### config.mk
export PLATFORM = sky130hd
export DESIGN_NAME = src_fwd_unit_flat
export DESIGN_NICKNAME = d
export VERILOG_FILES = /design/src/rtl/src_fwd_unit_if.sv /design/src/rtl/src_fwd_unit.sv /design/src/flat_wrapper.sv
export SDC_FILE = /design/constraint.sdc
export NUM_CORES = 1
export LEC_CHECK = 0
export CAP_MARGIN = 20
export CORE_MARGIN = 10
export CORE_UTILIZATION = 38
export CTS_CLUSTER_SIZE = 24
export DETAILED_ROUTE_END_ITERATION = 10
export PLACE_DENSITY = 0.87
export SLEW_MARGIN = 20
export SYNTH_ARGS = -nofsm -noshare
export SYNTH_HDL_FRONTEND = slang
export SYNTH_SLANG_ARGS = --single-unit
### constraint.sdc
create_clock -name clk -period 2.8 [get_ports clk]
set_clock_uncertainty 0.15 [all_clocks]
set_input_delay 0.56 -clock clk [delete_from_list [all_inputs] [get_ports clk]]
set_output_delay 0.56 -clock clk [all_outputs]
set_load 0.01 [all_outputs]
### src/rtl/src_fwd_unit_if.sv
// ID-to-EX bundle for the ALU source-1 forwarding unit: decode fields and stage results in,
// stall and registered EX operands out.
interface src_fwd_unit_if #(
  parameter int unsigned WIDTH     = 16,
  parameter int unsigned RADDR     = 4,
  parameter int unsigned FWD_DEPTH = 2
) ();

  logic                       id_valid;
  logic [1:0]                 id_src_sel;
  logic [RADDR-1:0]           id_src_reg;
  logic [WIDTH-1:0]           id_reg_data;
  logic [7:0]                 id_imm;
  logic [WIDTH-1:0]           id_pc;
  logic [RADDR-1:0]           id_dst_reg;
  logic                       id_dst_we;
  logic                       id_is_load;
  logic                       flush;
  logic [FWD_DEPTH*WIDTH-1:0] fwd_data;

  logic                       stall;
  logic                       ex_valid;
  logic [WIDTH-1:0]           ex_src1;
  logic [WIDTH-1:0]           ex_shift_src1;

  // Decode/pipeline side drives the ID fields and stage results.
  modport master (
    output id_valid, id_src_sel, id_src_reg, id_reg_data, id_imm, id_pc,
           id_dst_reg, id_dst_we, id_is_load, flush, fwd_data,
    input  stall, ex_valid, ex_src1, ex_shift_src1
  );

  modport slave (
    input  id_valid, id_src_sel, id_src_reg, id_reg_data, id_imm, id_pc,
           id_dst_reg, id_dst_we, id_is_load, flush, fwd_data,
    output stall, ex_valid, ex_src1, ex_shift_src1
  );

endinterface

### src/rtl/src_fwd_unit.sv
// ALU source-1 operand select with tag-based forwarding and load-use stall, registered into EX.
// Optional macro SRC_SHIFT_PATH_EN builds a separate registered shifter source.
module src_fwd_unit #(
  parameter int unsigned WIDTH     = 16,
  parameter int unsigned RADDR     = 4,
  parameter int unsigned FWD_DEPTH = 2
) (
  input  logic           clk,
  input  logic           rst,
  src_fwd_unit_if.slave  bus
);

  if (WIDTH < 9) begin : gen_bad_width
    $error("src_fwd_unit: WIDTH must be at least 9");
  end
  if (FWD_DEPTH < 2 || FWD_DEPTH > 4) begin : gen_bad_depth
    $error("src_fwd_unit: FWD_DEPTH must be in 2..4");
  end

  typedef struct packed {
    logic             v;
    logic             we;
    logic             load;
    logic [RADDR-1:0] dst;
  } tag_t;

  tag_t             tag_q [FWD_DEPTH];
  tag_t             tag_d [FWD_DEPTH];

  logic [FWD_DEPTH-1:0] match;
  logic                 stall;
  logic                 issue;
  logic [WIDTH-1:0]     reg_fwd;
  logic [WIDTH-1:0]     imm8_ext;
  logic [WIDTH-1:0]     imm4_ext;
  logic [WIDTH-1:0]     src1_sel;

  logic                 ex_valid_q, ex_valid_d;
  logic [WIDTH-1:0]     ex_src1_q, ex_src1_d;

  // A stage matches only for a real register read of a nonzero register.
  always_comb begin
    for (int i = 0; i < FWD_DEPTH; i++) begin
      match[i] = tag_q[i].v & tag_q[i].we & (tag_q[i].dst == bus.id_src_reg) &
                 (bus.id_src_reg != '0) & (bus.id_src_sel == 2'd0);
    end
  end

  // Scan oldest to youngest so the youngest matching stage wins.
  always_comb begin
    reg_fwd = bus.id_reg_data;
    for (int i = FWD_DEPTH - 1; i >= 0; i--) begin
      if (match[i]) begin
        reg_fwd = bus.fwd_data[i*WIDTH +: WIDTH];
      end
    end
  end

  assign imm8_ext = {{(WIDTH-8){bus.id_imm[7]}}, bus.id_imm};
  assign imm4_ext = {{(WIDTH-4){bus.id_imm[3]}}, bus.id_imm[3:0]};

  always_comb begin
    src1_sel = bus.id_reg_data;
    unique case (bus.id_src_sel)
      2'd0:    src1_sel = reg_fwd;
      2'd1:    src1_sel = imm8_ext;
      2'd2:    src1_sel = imm4_ext;
      default: src1_sel = bus.id_pc;
    endcase
  end

  // Only a load still in EX is too young to forward; flush overrides the stall.
  assign stall     = bus.id_valid & ~bus.flush & match[0] & tag_q[0].load;
  assign issue     = bus.id_valid & ~stall & ~bus.flush;
  assign bus.stall = stall;

  always_comb begin
    tag_d[0] = '0;
    if (issue) begin
      tag_d[0].v    = 1'b1;
      tag_d[0].we   = bus.id_dst_we;
      tag_d[0].load = bus.id_is_load;
      tag_d[0].dst  = bus.id_dst_reg;
    end
    for (int i = 1; i < FWD_DEPTH; i++) begin
      tag_d[i] = tag_q[i-1];
    end
  end

  always_ff @(posedge clk or posedge rst) begin
    if (rst) begin
      for (int i = 0; i < FWD_DEPTH; i++) begin
        tag_q[i] <= '0;
      end
    end else begin
      for (int i = 0; i < FWD_DEPTH; i++) begin
        tag_q[i] <= tag_d[i];
      end
    end
  end

  // Data registers hold across stall/flush bubbles; only ex_valid drops.
  always_comb begin
    ex_valid_d = issue;
    ex_src1_d  = issue ? src1_sel : ex_src1_q;
  end

  always_ff @(posedge clk or posedge rst) begin
    if (rst) begin
      ex_valid_q <= 1'b0;
      ex_src1_q  <= '0;
    end else begin
      ex_valid_q <= ex_valid_d;
      ex_src1_q  <= ex_src1_d;
    end
  end

  assign bus.ex_valid = ex_valid_q;
  assign bus.ex_src1  = ex_src1_q;

`ifdef SRC_SHIFT_PATH_EN
  logic [WIDTH-1:0] shift_sel;
  logic [WIDTH-1:0] ex_shift_q, ex_shift_d;

  // Parallel two-way mux keeps the shifter off the full src1 selection path.
  always_comb begin
    shift_sel  = (bus.id_src_sel == 2'd0) ? reg_fwd : imm8_ext;
    ex_shift_d = issue ? shift_sel : ex_shift_q;
  end

  always_ff @(posedge clk or posedge rst) begin
    if (rst) begin
      ex_shift_q <= '0;
    end else begin
      ex_shift_q <= ex_shift_d;
    end
  end

  assign bus.ex_shift_src1 = ex_shift_q;
`else
  assign bus.ex_shift_src1 = '0;
`endif

endmodule
### src/flat_wrapper.sv
// flat-port wrapper written by rule: the top's interface ports become plain ports
module src_fwd_unit_flat 
#(
  parameter int unsigned WIDTH     = 16,
  parameter int unsigned RADDR     = 4,
  parameter int unsigned FWD_DEPTH = 2
)
  (clk, rst, bus_id_valid, bus_id_src_sel, bus_id_src_reg, bus_id_reg_data, bus_id_imm, bus_id_pc, bus_id_dst_reg, bus_id_dst_we, bus_id_is_load, bus_flush, bus_fwd_data, bus_stall, bus_ex_valid, bus_ex_src1, bus_ex_shift_src1);
  src_fwd_unit_if #(.WIDTH(WIDTH), .RADDR(RADDR), .FWD_DEPTH(FWD_DEPTH)) bus_i ();
  input  logic clk;
  input  logic rst;
  input wire logic [$bits(bus_i.id_valid)-1:0] bus_id_valid;
  input wire logic [$bits(bus_i.id_src_sel)-1:0] bus_id_src_sel;
  input wire logic [$bits(bus_i.id_src_reg)-1:0] bus_id_src_reg;
  input wire logic [$bits(bus_i.id_reg_data)-1:0] bus_id_reg_data;
  input wire logic [$bits(bus_i.id_imm)-1:0] bus_id_imm;
  input wire logic [$bits(bus_i.id_pc)-1:0] bus_id_pc;
  input wire logic [$bits(bus_i.id_dst_reg)-1:0] bus_id_dst_reg;
  input wire logic [$bits(bus_i.id_dst_we)-1:0] bus_id_dst_we;
  input wire logic [$bits(bus_i.id_is_load)-1:0] bus_id_is_load;
  input wire logic [$bits(bus_i.flush)-1:0] bus_flush;
  input wire logic [$bits(bus_i.fwd_data)-1:0] bus_fwd_data;
  output wire logic [$bits(bus_i.stall)-1:0] bus_stall;
  output wire logic [$bits(bus_i.ex_valid)-1:0] bus_ex_valid;
  output wire logic [$bits(bus_i.ex_src1)-1:0] bus_ex_src1;
  output wire logic [$bits(bus_i.ex_shift_src1)-1:0] bus_ex_shift_src1;
  assign bus_i.id_valid = bus_id_valid;
  assign bus_i.id_src_sel = bus_id_src_sel;
  assign bus_i.id_src_reg = bus_id_src_reg;
  assign bus_i.id_reg_data = bus_id_reg_data;
  assign bus_i.id_imm = bus_id_imm;
  assign bus_i.id_pc = bus_id_pc;
  assign bus_i.id_dst_reg = bus_id_dst_reg;
  assign bus_i.id_dst_we = bus_id_dst_we;
  assign bus_i.id_is_load = bus_id_is_load;
  assign bus_i.flush = bus_flush;
  assign bus_i.fwd_data = bus_fwd_data;
  assign bus_stall = bus_i.stall;
  assign bus_ex_valid = bus_i.ex_valid;
  assign bus_ex_src1 = bus_i.ex_src1;
  assign bus_ex_shift_src1 = bus_i.ex_shift_src1;
  src_fwd_unit #(.WIDTH(WIDTH), .RADDR(RADDR), .FWD_DEPTH(FWD_DEPTH)) u_core (.clk(clk), .rst(rst), .bus(bus_i));
endmodule
==> results by group, run 1 <==
Critical path
  – Worst Path Required: 2820 ps
  – Buf/Inv on CP: 4
  – CP max stage cell: clkdlybuf4s50_1
  – R2R setup slack: 560 ps
  – CP peak stage delay: 420 ps
  – FF-to-FF path depth: 7
  – CP most frequent cell: buf_4
  – R2r endpoint: u_core.bus.ex_src1[9]
  – Critical path endpoint category: flop
  – Delay-heaviest family, CP: buffers and inverters
  – Reg2reg start: u_core.tag_d[2]
  – Worst Path Max Fanout: 14
  – Critical Path AT: 2690 ps
  – Cell Chain, Critical Path: clkdlybuf4s50_1 > or2_1 > buf_4 > nor4_4 > buf_4 > buf_4 > and3_1 > o31ai_1 > a221oi_1
  – Critical path class: in2reg
  – Startpoint types: input port

Floorplan
  – Chip Width: 93.9 um
  – Die Height: 93.9 um
  – Starting Density: 39.9%
  – Row cnt: 26
  – I/O pins: 122
  – Full die area: 0.00881 mm^2
  – Area of the core: 0.00520 mm^2

Yosys
  – Mux cell area share after synthesis: 2.90%
  – Simple-Gate Fraction of Synth Area: 19.6%
  – Sequential area share after synthesis: 35.0%
  – Largest family of logic cells by synthesized area: compound AO/OA/AOI/OAI gates
  – Synth Area in Compound Gates: 24.4%
  – Yosys reg bits: 29
  – Synth Cell Area: 0.00207 mm^2
  – Synth Area in XOR/XNOR: 3.80%
  – Syn. warnings: 0
  – Synthesized instance count: 236
  – Post-Synth Adder-Cell Area: 0%
  – Synth cell types: 34
  – Avg Inst Size Synth: 8.79 um^2

Global route
  – Global-route usage over all layers: 16.4%
  – Vias in the first global route: 2359
  – Initial antenna violation count: 0
  – Largest net degree at the start of global routing: 30
  – Grt ovf: 0
  – First-pass GRT wire length: 11500 um

Timing
  – Final Critical Period: 2670 ps
  – Max Slew Vio Count: 0
  – Final period utilization: 95.4%
  – Slew HR: 63.2%
  – Max Fclk: 0.374 GHz
  – Setup violations, final: 0
  – RSZ-0062 raised after global routing: no
  – Tightest Pin Transition: 549 ps
  – Final hold vios: 0

CTS
  – Clock sinks: 29
  – H-tree Lvls: 2
  – Post-CTS Setup Inserts: 0
  – TritonCTS clock tree: done
  – Clock root cell: clkbuf_8
  – Skew-Pair Late Insertion Delay: 280 ps
  – Clock Path Buffers: 2
  – Cts bufs inserted: 5
  – Clock-pin slew on the worst setup and hold paths: 70 ps

Power and ir drop
  – PD cells: 404 mW/mm^2
  – Worst vdd ir: 0.284 mV
  – P_leak: 1.52 nW

Route
  – Average wire per standard cell: 17.6 um
  – Vias per cell: 5.18
  – Final WL: 7480 um
  – DRC: 0
  – ANT nets after route: 0
  – Drt first-iter violations: 123
  – Total number of vias: 2202
  – TritonRoute pass-1 iters: 4

Worst hold path
  – Hold path depth: 0
  – Hold wc startpoint: u_core.tag_d[5]
  – Worst hold path class: reg2reg
  – WHS Endpoint: u_core.tag_q[5]

Outcome
  – Outcome: finished, final reports clean

Placed design
  – Hpwl dp: 6030 um
  – Dpl cells: 417
  – Port Buffers: 105
  – GPL Wtd Cong: 0.861

Finish
  – # diodes: 0
  – Fin util: 65.0%
  – Final #Nets: 442
  – Area delta synth->final: 63.2%
  – Layout cells sized above 1: 11.8%
  – Non-Filler Instances: 425

Run
  – Max-cap viol count: 0
sequential cells by signal (all words and copies together) (netlist names):
name                 flops
u_core.bus.ex_src1      16
u_core.tag_d             6
u_core.tag_q             6
u_core.bus.ex_valid      1
cell usage in the layout, fill, tap and decap left out, types with 7 or more instances in the layout:
| cell type | synthesis | routed |
|---|---|---|
| xor2_1 | 8 | 8 |
| a31oi_1 | 12 | 12 |
| and2_1 | 7 | 7 |
| conb_1 | 1 | 16 |
| buf_4 | 18 | 24 |
| dfrtp_1 | 29 | 29 |
| nor2_1 | 25 | 25 |
| a221oi_1 | 12 | 12 |
| inv_1 | 16 | 16 |
| a21boi_0 | 12 | 12 |
| o31ai_1 | 15 | 15 |
| nand2_1 | 11 | 11 |
| clkdlybuf4s50_1 | 0 | 104 |
| and3_1 | 19 | 19 |
final cells by class:
| type | count | area [um^2] |
|---|---|---|
| tap | 70 | 87.6 |
| timing repair buffer | 131 | 1270 |
| inverter | 16 | 60.1 |
| fill | 433 | 1820 |
| clock buffer | 6 | 82.6 |
| clock inverter | 2 | 37.5 |
| multi-input combinational | 171 | 1130 |
| sequential | 29 | 726 |
cells in the mapped netlist:
library cell / count / area, um^2
a31oi_2: 1 / 12.5
a21boi_0: 12 / 90.1
buf_4: 18 / 135
and2_1: 7 / 43.8
o21a_1: 1 / 7.51
buf_2: 3 / 15.0
or2_1: 1 / 6.26
nand2_1: 11 / 41.3
o211ai_1: 1 / 7.51
o22a_1: 1 / 8.76
buf_6: 4 / 45.0
a2111oi_2: 1 / 15.0
conb_1: 1 / 3.75
xor2_1: 8 / 70.1
nor3_1: 2 / 10.0
a21oi_1: 1 / 5.00
a221oi_1: 12 / 105
o31ai_1: 15 / 113
a31oi_1: 12 / 75.1
and3_1: 19 / 119
o21ai_0: 4 / 20.0
mux2i_1: 6 / 60.1
o22ai_1: 4 / 25.0
inv_1: 16 / 60.1
nor3_2: 1 / 10.0
clkbuf_1: 9 / 33.8
nor2b_1: 1 / 6.26
nor2_1: 25 / 93.8
dfrtp_1: 29 / 726
xnor2_1: 1 / 8.76
a211oi_1: 3 / 22.5
nor4_4: 3 / 63.8
buf_1: 1 / 3.75
nand2b_1: 2 / 12.5
worst register-to-register path, stage by stage (launching register included):
cell and delay, ps:
dfrtp_1 400, xor2_1 180, nor4_4 280, buf_4 280
and2_1 230, buf_4 180, o31ai_1 90, a221oi_1 330
kinds of logic (layout without fill, tap and decap cells):
logic type | after synthesis | in the layout
buf+inv | 51 | 155
xor+xnor | 9 | 9
mux | 6 | 6
simple gates | 72 | 72
flops | 29 | 29
compound gates | 68 | 68
other cells | 1 | 16
through the flow:
step	instance area [um^2]	power (mW)	TNS, ps	hold slack [ps]	setup slack (ps)
3_3_place_gp	3270	0.906	-1010	225	-177
3_5_place_dp	3270	0.917	-1690	243	-233
4_1_cts	3390	1.38	0	259	46.3
6_report	3390	1.37	0	252	129
5_1_grt	3390	1.44	0	279	26.1
2_1_floorplan	2130	0.669	0	204	197
worst max-delay path by stage:
stage               slack, ps                     to               from  depth (start not counted)
global placement         -180              bus_stall  bus_id_src_reg[2]                          6
CTS                        50              bus_stall  bus_id_src_reg[2]                          6
finish                    130  u_core.bus.ex_src1[9]  bus_id_src_sel[1]                          9
global route               30  u_core.bus.ex_src1[9]  bus_id_src_sel[1]                          9
floorplan                 200              bus_stall  bus_id_src_sel[1]                          6
detailed placement       -230              bus_stall  bus_id_src_reg[2]                          6
timing repair:
item / 4_1_cts / 5_1_grt
gates cloned: 0 / 0
hold buffers: 0 / 0
setup endpoints to repair: 1 / 1
resized for setup: 1 / 2
layer usage:
layer  global-route usage (%)  wire length [um]  up-vias
met5                        0                 0        -
li1                         -                 -     1050
met3                     6.24               626       12
met2                     29.7              3810       89
met1                     17.1              2920     1051
met4                     4.94               131        0
where the power goes:
| group | switching, mW | internal (mW) | total, mW |
|---|---|---|---|
| Sequential | 0.0258 | 0.465 | 0.491 |
| Clock | 0.170 | 0.289 | 0.459 |
| Combinational | 0.168 | 0.250 | 0.418 |
| Total | 0.364 | 1.00 | 1.37 |
Power figures use the tool's default switching activity.
==> run 2, diff against run 1 <==
- CAP_MARGIN: 20 -> unset
==> results of run 2 <==
Final layout, timing and power as in run 1 (identical DEF).
==> variant 1: new RTL, config.mk and constraints of run 1 <==
Build with the macro `SRC_SHIFT_PATH_EN` defined.
--- a/src/rtl/src_fwd_unit.sv
+++ b/src/rtl/src_fwd_unit.sv
@@ -2,2 +2,4 @@
 // Optional macro SRC_SHIFT_PATH_EN builds a separate registered shifter source.
+`define SRC_SHIFT_PATH_EN
+
 module src_fwd_unit #(
Function: changed (Yosys sat finds a counterexample within 4 cycles, from zero or initial values and one cycle with rst high).
==> variant 1 against run 1 <==
- sequential cell count increased by 16
- routed wire length is 29% higher
- sequential power up 58%
- cell area grew 25%
- total power rose by 31%
- combinational power up 39%
- worst hold slack got worse by 20 ps
- setup slack better by 32 ps
- highest routed layer unchanged
- synthesized area increased by 27%
==> variant 1: results <==
export IMPL_status="completed"
export IMPL_critPathSlowestCell="clkdlybuf4s50_1"
export IMPL_clockBufferDepth=2
export IMPL_dr_total_vias=2685
export IMPL_ir_drop_mv=0.233
export IMPL_synth_seq_area_share_pct=42.9
export IMPL_grt_pass1_vias=2958
export IMPL_gp_congestion=0.827
export IMPL_clkLatencyLatePin_ps=300
export IMPL_synthDistinctLibCells=33
export IMPL_clk_power_mw=0.433
export IMPL_max_slew_margin_pct=64.2
export IMPL_wire_per_inst_um=19.8
export IMPL_grt_max_degree=26
export IMPL_wl_um=9690
export IMPL_clk_pin_slew_ps=90
export IMPL_initialDrtViolationCount=130
export IMPL_power_density_nw_per_um2=424
export IMPL_dpl_cell_area_um2=4120
export IMPL_dp_slack_ps=-372
export IMPL_p_leak_nw=1.81
export IMPL_drive_gt1_share_pct=18.6
export IMPL_p_comb_mw=0.582
export IMPL_grt_pass1_wl_um=15000
export IMPL_ys_top_cells_by_area="dfrtp_1 (43%), a221oi_2 (6.9%), nor2_1 (6.0%), a21boi_0 (4.6%), a31oi_1 (4.5%)"
export IMPL_dp_hpwl_um=7660
export IMPL_syn_area_per_cell_um2=9.66
export IMPL_synth_commonest_cells="dfrtp_1 (45), nor2_1 (42), a31oi_1 (19), and3_1 (19), a21boi_0 (16)"
export IMPL_track_usage_pct=18.1
export IMPL_worstPathArrival_ps=1930
export IMPL_antenna_found_initial=1
export IMPL_sw_frac_of_total_pct=30.1
export IMPL_place_inst=481
export IMPL_root_buffer="clkbuf_8"
variant 1: cell families (layout without fill, tap and decap cells):
group                     after synthesis  in the layout  synth area share [%]
AOI/OAI and AO/OA                      81             81                  27.2
and+or+nand+nor                        96             96                  19.1
DFF                                    45             45                  42.9
buffers and inverters                  38            175                  6.67
other                                   0              1                     0
xor gates and xnor gates                8              8                  2.67
muxes                                   4              4                  1.52
variant 1: final timing paths:
kind | start | to | slack, ps
max | bus_id_src_sel[1] | bus_stall | 160
min | u_core.tag_d[5] | u_core.tag_q[5] | 230
max reg2reg | u_core.tag_d[0] | u_core.bus.ex_src1[4] | 540
min reg2reg | u_core.tag_d[5] | u_core.tag_q[5] | 230
max in group asynchronous | rst | u_core.bus.ex_src1[10] | 1330
min in group asynchronous | rst | u_core.tag_q[5] | 460
variant 1: layout make-up:
class                           instances  area [um2]
Fill cell                             570        2540
Timing Repair Buffer                  153        1480
Multi-Input combinational cell        189        1360
Sequential cell                        45        1130
Tap cell                               80         100
Clock buffer                            5        68.8
Inverter                               14        52.6
Clock inverter                          3        26.3
Antenna cell                            1        2.50
variant 1: per-layer routing:
| layer | vias up | routed length, um | GRT usage (%) | share of wire (%) |
|---|---|---|---|---|
| li1 | 1250 | - | - | - |
| met1 | 1304 | 3640 | 20.3 | 38 |
| met2 | 115 | 4930 | 31.1 | 51 |
| met3 | 16 | 924 | 6.50 | 9.5 |
| met4 | 0 | 189 | 6.20 | 2.0 |
| met5 | - | 0 | 0 | 0 |
variant 1: critical path, delay by kind of cell:
kind	cells	cell delay [ps]
buffers and inverters	2	550
AND/OR/NAND/NOR	4	810
variant 1: repair_timing:
action                     4_1_cts  5_1_grt
setup endpoints to repair        7        1
resized for setup                7        3
setup buffers                    0        0
==> variant 2: new RTL, config.mk and constraints of run 1 <==
Made on the original files. `ex_src1_q` no longer has a reset.
--- a/src/rtl/src_fwd_unit.sv
+++ b/src/rtl/src_fwd_unit.sv
@@ -110,7 +110,9 @@
       ex_valid_q <= 1'b0;
-      ex_src1_q  <= '0;
     end else begin
       ex_valid_q <= ex_valid_d;
-      ex_src1_q  <= ex_src1_d;
     end
+  end
+
+  always_ff @(posedge clk) begin
+    ex_src1_q <= ex_src1_d;
   end
Formal check against the unedited RTL: not equivalent (a bounded check fails within 4 cycles, from zero or initial values and one cycle with rst high).
==> variant 2 against run 1 <==
- cell area decreased by 7.1%
- global-route usage decreased by 1.3 points
- setup slack got worse by 27 ps
- total power decreased by 12%
- core utilization increased by 1.5 points
- critical path depth decreased by 2
- first-iteration DRC count decreased by 27%
- routed wire length decreased by 15%
- worst hold slack got worse by 22 ps
- synthesized area decreased by 11%
- sequential cell count unchanged
- combinational power decreased by 28%
- sequential power decreased by 1%
- largest cell class unchanged
- highest routed layer unchanged
==> variant 2: results <==
export IMPL_wl_um=6330
export IMPL_grt_pass1_vias=1946
export IMPL_r2r_slack_ps=760
export IMPL_syn2layout_area_growth_pct=70.4
export IMPL_dp_hpwl_um=5120
export IMPL_synth_seq_area_share_pct=43.7
export IMPL_crit_family="simple AND/OR/NAND/NOR gates"
export IMPL_antenna_found_initial=0
export IMPL_worstPathArrival_ps=1990
export IMPL_dr_total_vias=1822
export IMPL_insertedDiodeCount=0
export IMPL_p_int_mw=0.914
export IMPL_drc=0
export IMPL_gp_congestion=0.791
export IMPL_nNetsFinal=396
export IMPL_track_usage_pct=15.1
export IMPL_grt_max_degree=20
export IMPL_grt_pass1_wl_um=9280
export IMPL_max_slew_margin_pct=60.5
export IMPL_fin_crit_sh_pct=96.4
export IMPL_min_path_type="reg -> reg"
export IMPL_ir_drop_mv=0.316
export IMPL_cts_max_level=2
export IMPL_synth_main_ff_cell="edfxtp_1"
export IMPL_synth_async_reset_ratio_pct=44.8
export IMPL_largest_reg_flops=16
export IMPL_synth_edf_count=16
export IMPL_p_leak_nw=1.29
export IMPL_firstDrtPassIters=4
export IMPL_clockBufferDepth=2
export IMPL_port_buffers=105
export IMPL_critPathMaxStageDelay_ps=430
export IMPL_cts_buffers=5
export IMPL_worstPathMaxFanout=2
export IMPL_synth_commonest_cells="buf_4 (18), edfxtp_1 (16), o21ai_0 (16)"
export IMPL_synthDistinctLibCells=39
export IMPL_initialDrtViolationCount=90
export IMPL_dp_slack_ps=-380
export IMPL_clk_pin_slew_ps=60
export IMPL_drive_gt1_share_pct=11.0
export IMPL_clkLatencyLatePin_ps=290
export IMPL_ys_top_cells_by_area="edfxtp_1 (26%), dfrtp_1 (18%), buf_4 (7.3%), mux2i_1 (4.9%), o21ai_0 (4.3%)"
export IMPL_yosysWarningCount=0
export IMPL_critPathSlowestCell="clkdlybuf4s50_1"
export IMPL_root_buffer="clkbuf_8"
export IMPL_status="completed"
==> variant 2: metal layers <==
layer / global-route usage, % / routed length, um / share of wire, % / vias to the layer above
met5: 0 / 0 / 0 / -
met1: 16.0 / 2370 / 37 / 832
met2: 27.1 / 3330 / 53 / 81
met4: 6.94 / 149 / 2.4 / 0
met3: 4.42 / 476 / 7.5 / 11
li1: - / - / - / 898
==> variant 2: through the flow <==
stage | cells | area, um2 | TNS, ps | hold slack, ps | util [%]
after floorplan | 203 | 1900 | 0 | 204 | -
after global placement | 367 | 3020 | -350 | 209 | 63.9
after detailed placement | 367 | 3020 | -415 | 215 | 63.9
after CTS | 376 | 3140 | 0 | 230 | 66.6
after global routing | 376 | 3140 | 0 | 249 | 66.6
final | 376 | 3140 | 0 | 229 | 66.6
==> variant 2: cells by family after synthesis <==
family	after synthesis	synth area share, %
flip-flops	29	43.7
buffers and inverters	29	10.1
other	1	0.203
AO/OA/AOI/OAI	54	19.1
multiplexers	9	4.88
adder cells (fa/ha/maj)	2	1.08
AND/OR/NAND/NOR	55	16.7
XOR/XNOR	9	4.27
==> variant 2: repair_timing <==
| action | CTS | global route |
|---|---|---|
| hold buffers | 0 | 0 |
| setup endpoints to repair | 1 | 0 |
| buffers inserted | 1 | 0 |
| resized for setup | 5 | 0 |
==> variant 2: path summary, 6_finish.rpt <==
path,start,to,cells after the start
max reg2reg,u_core.tag_q[3],u_core.bus.ex_src1[10],5
max,bus_id_src_sel[0],bus_stall,7
min,u_core.tag_d[5],u_core.tag_q[5],0
min in group asynchronous,rst,u_core.tag_d[5],2
min reg2reg,u_core.tag_d[5],u_core.tag_q[5],0
max in group asynchronous,rst,u_core.tag_d[4],2
==> variant 2: final cells by class <==
class / count / area (um2)
Sequential cell: 29 / 806
Tap cell: 67 / 83.8
Timing Repair Buffer: 123 / 1210
Inverter: 4 / 15.0
Fill cell: 385 / 1580
Clock buffer: 7 / 108
Multi-Input combinational cell: 145 / 918
Clock inverter: 1 / 7.51
==> variant 2: power groups by stage <==
stage               registers, mW  clock network, mW  logic [mW]
global placement            0.493                  0       0.288
floorplan                   0.501                  0       0.116
CTS                         0.485              0.430       0.298
detailed placement          0.494                  0       0.294
finish                      0.485              0.423       0.299
global route                0.487              0.445       0.323
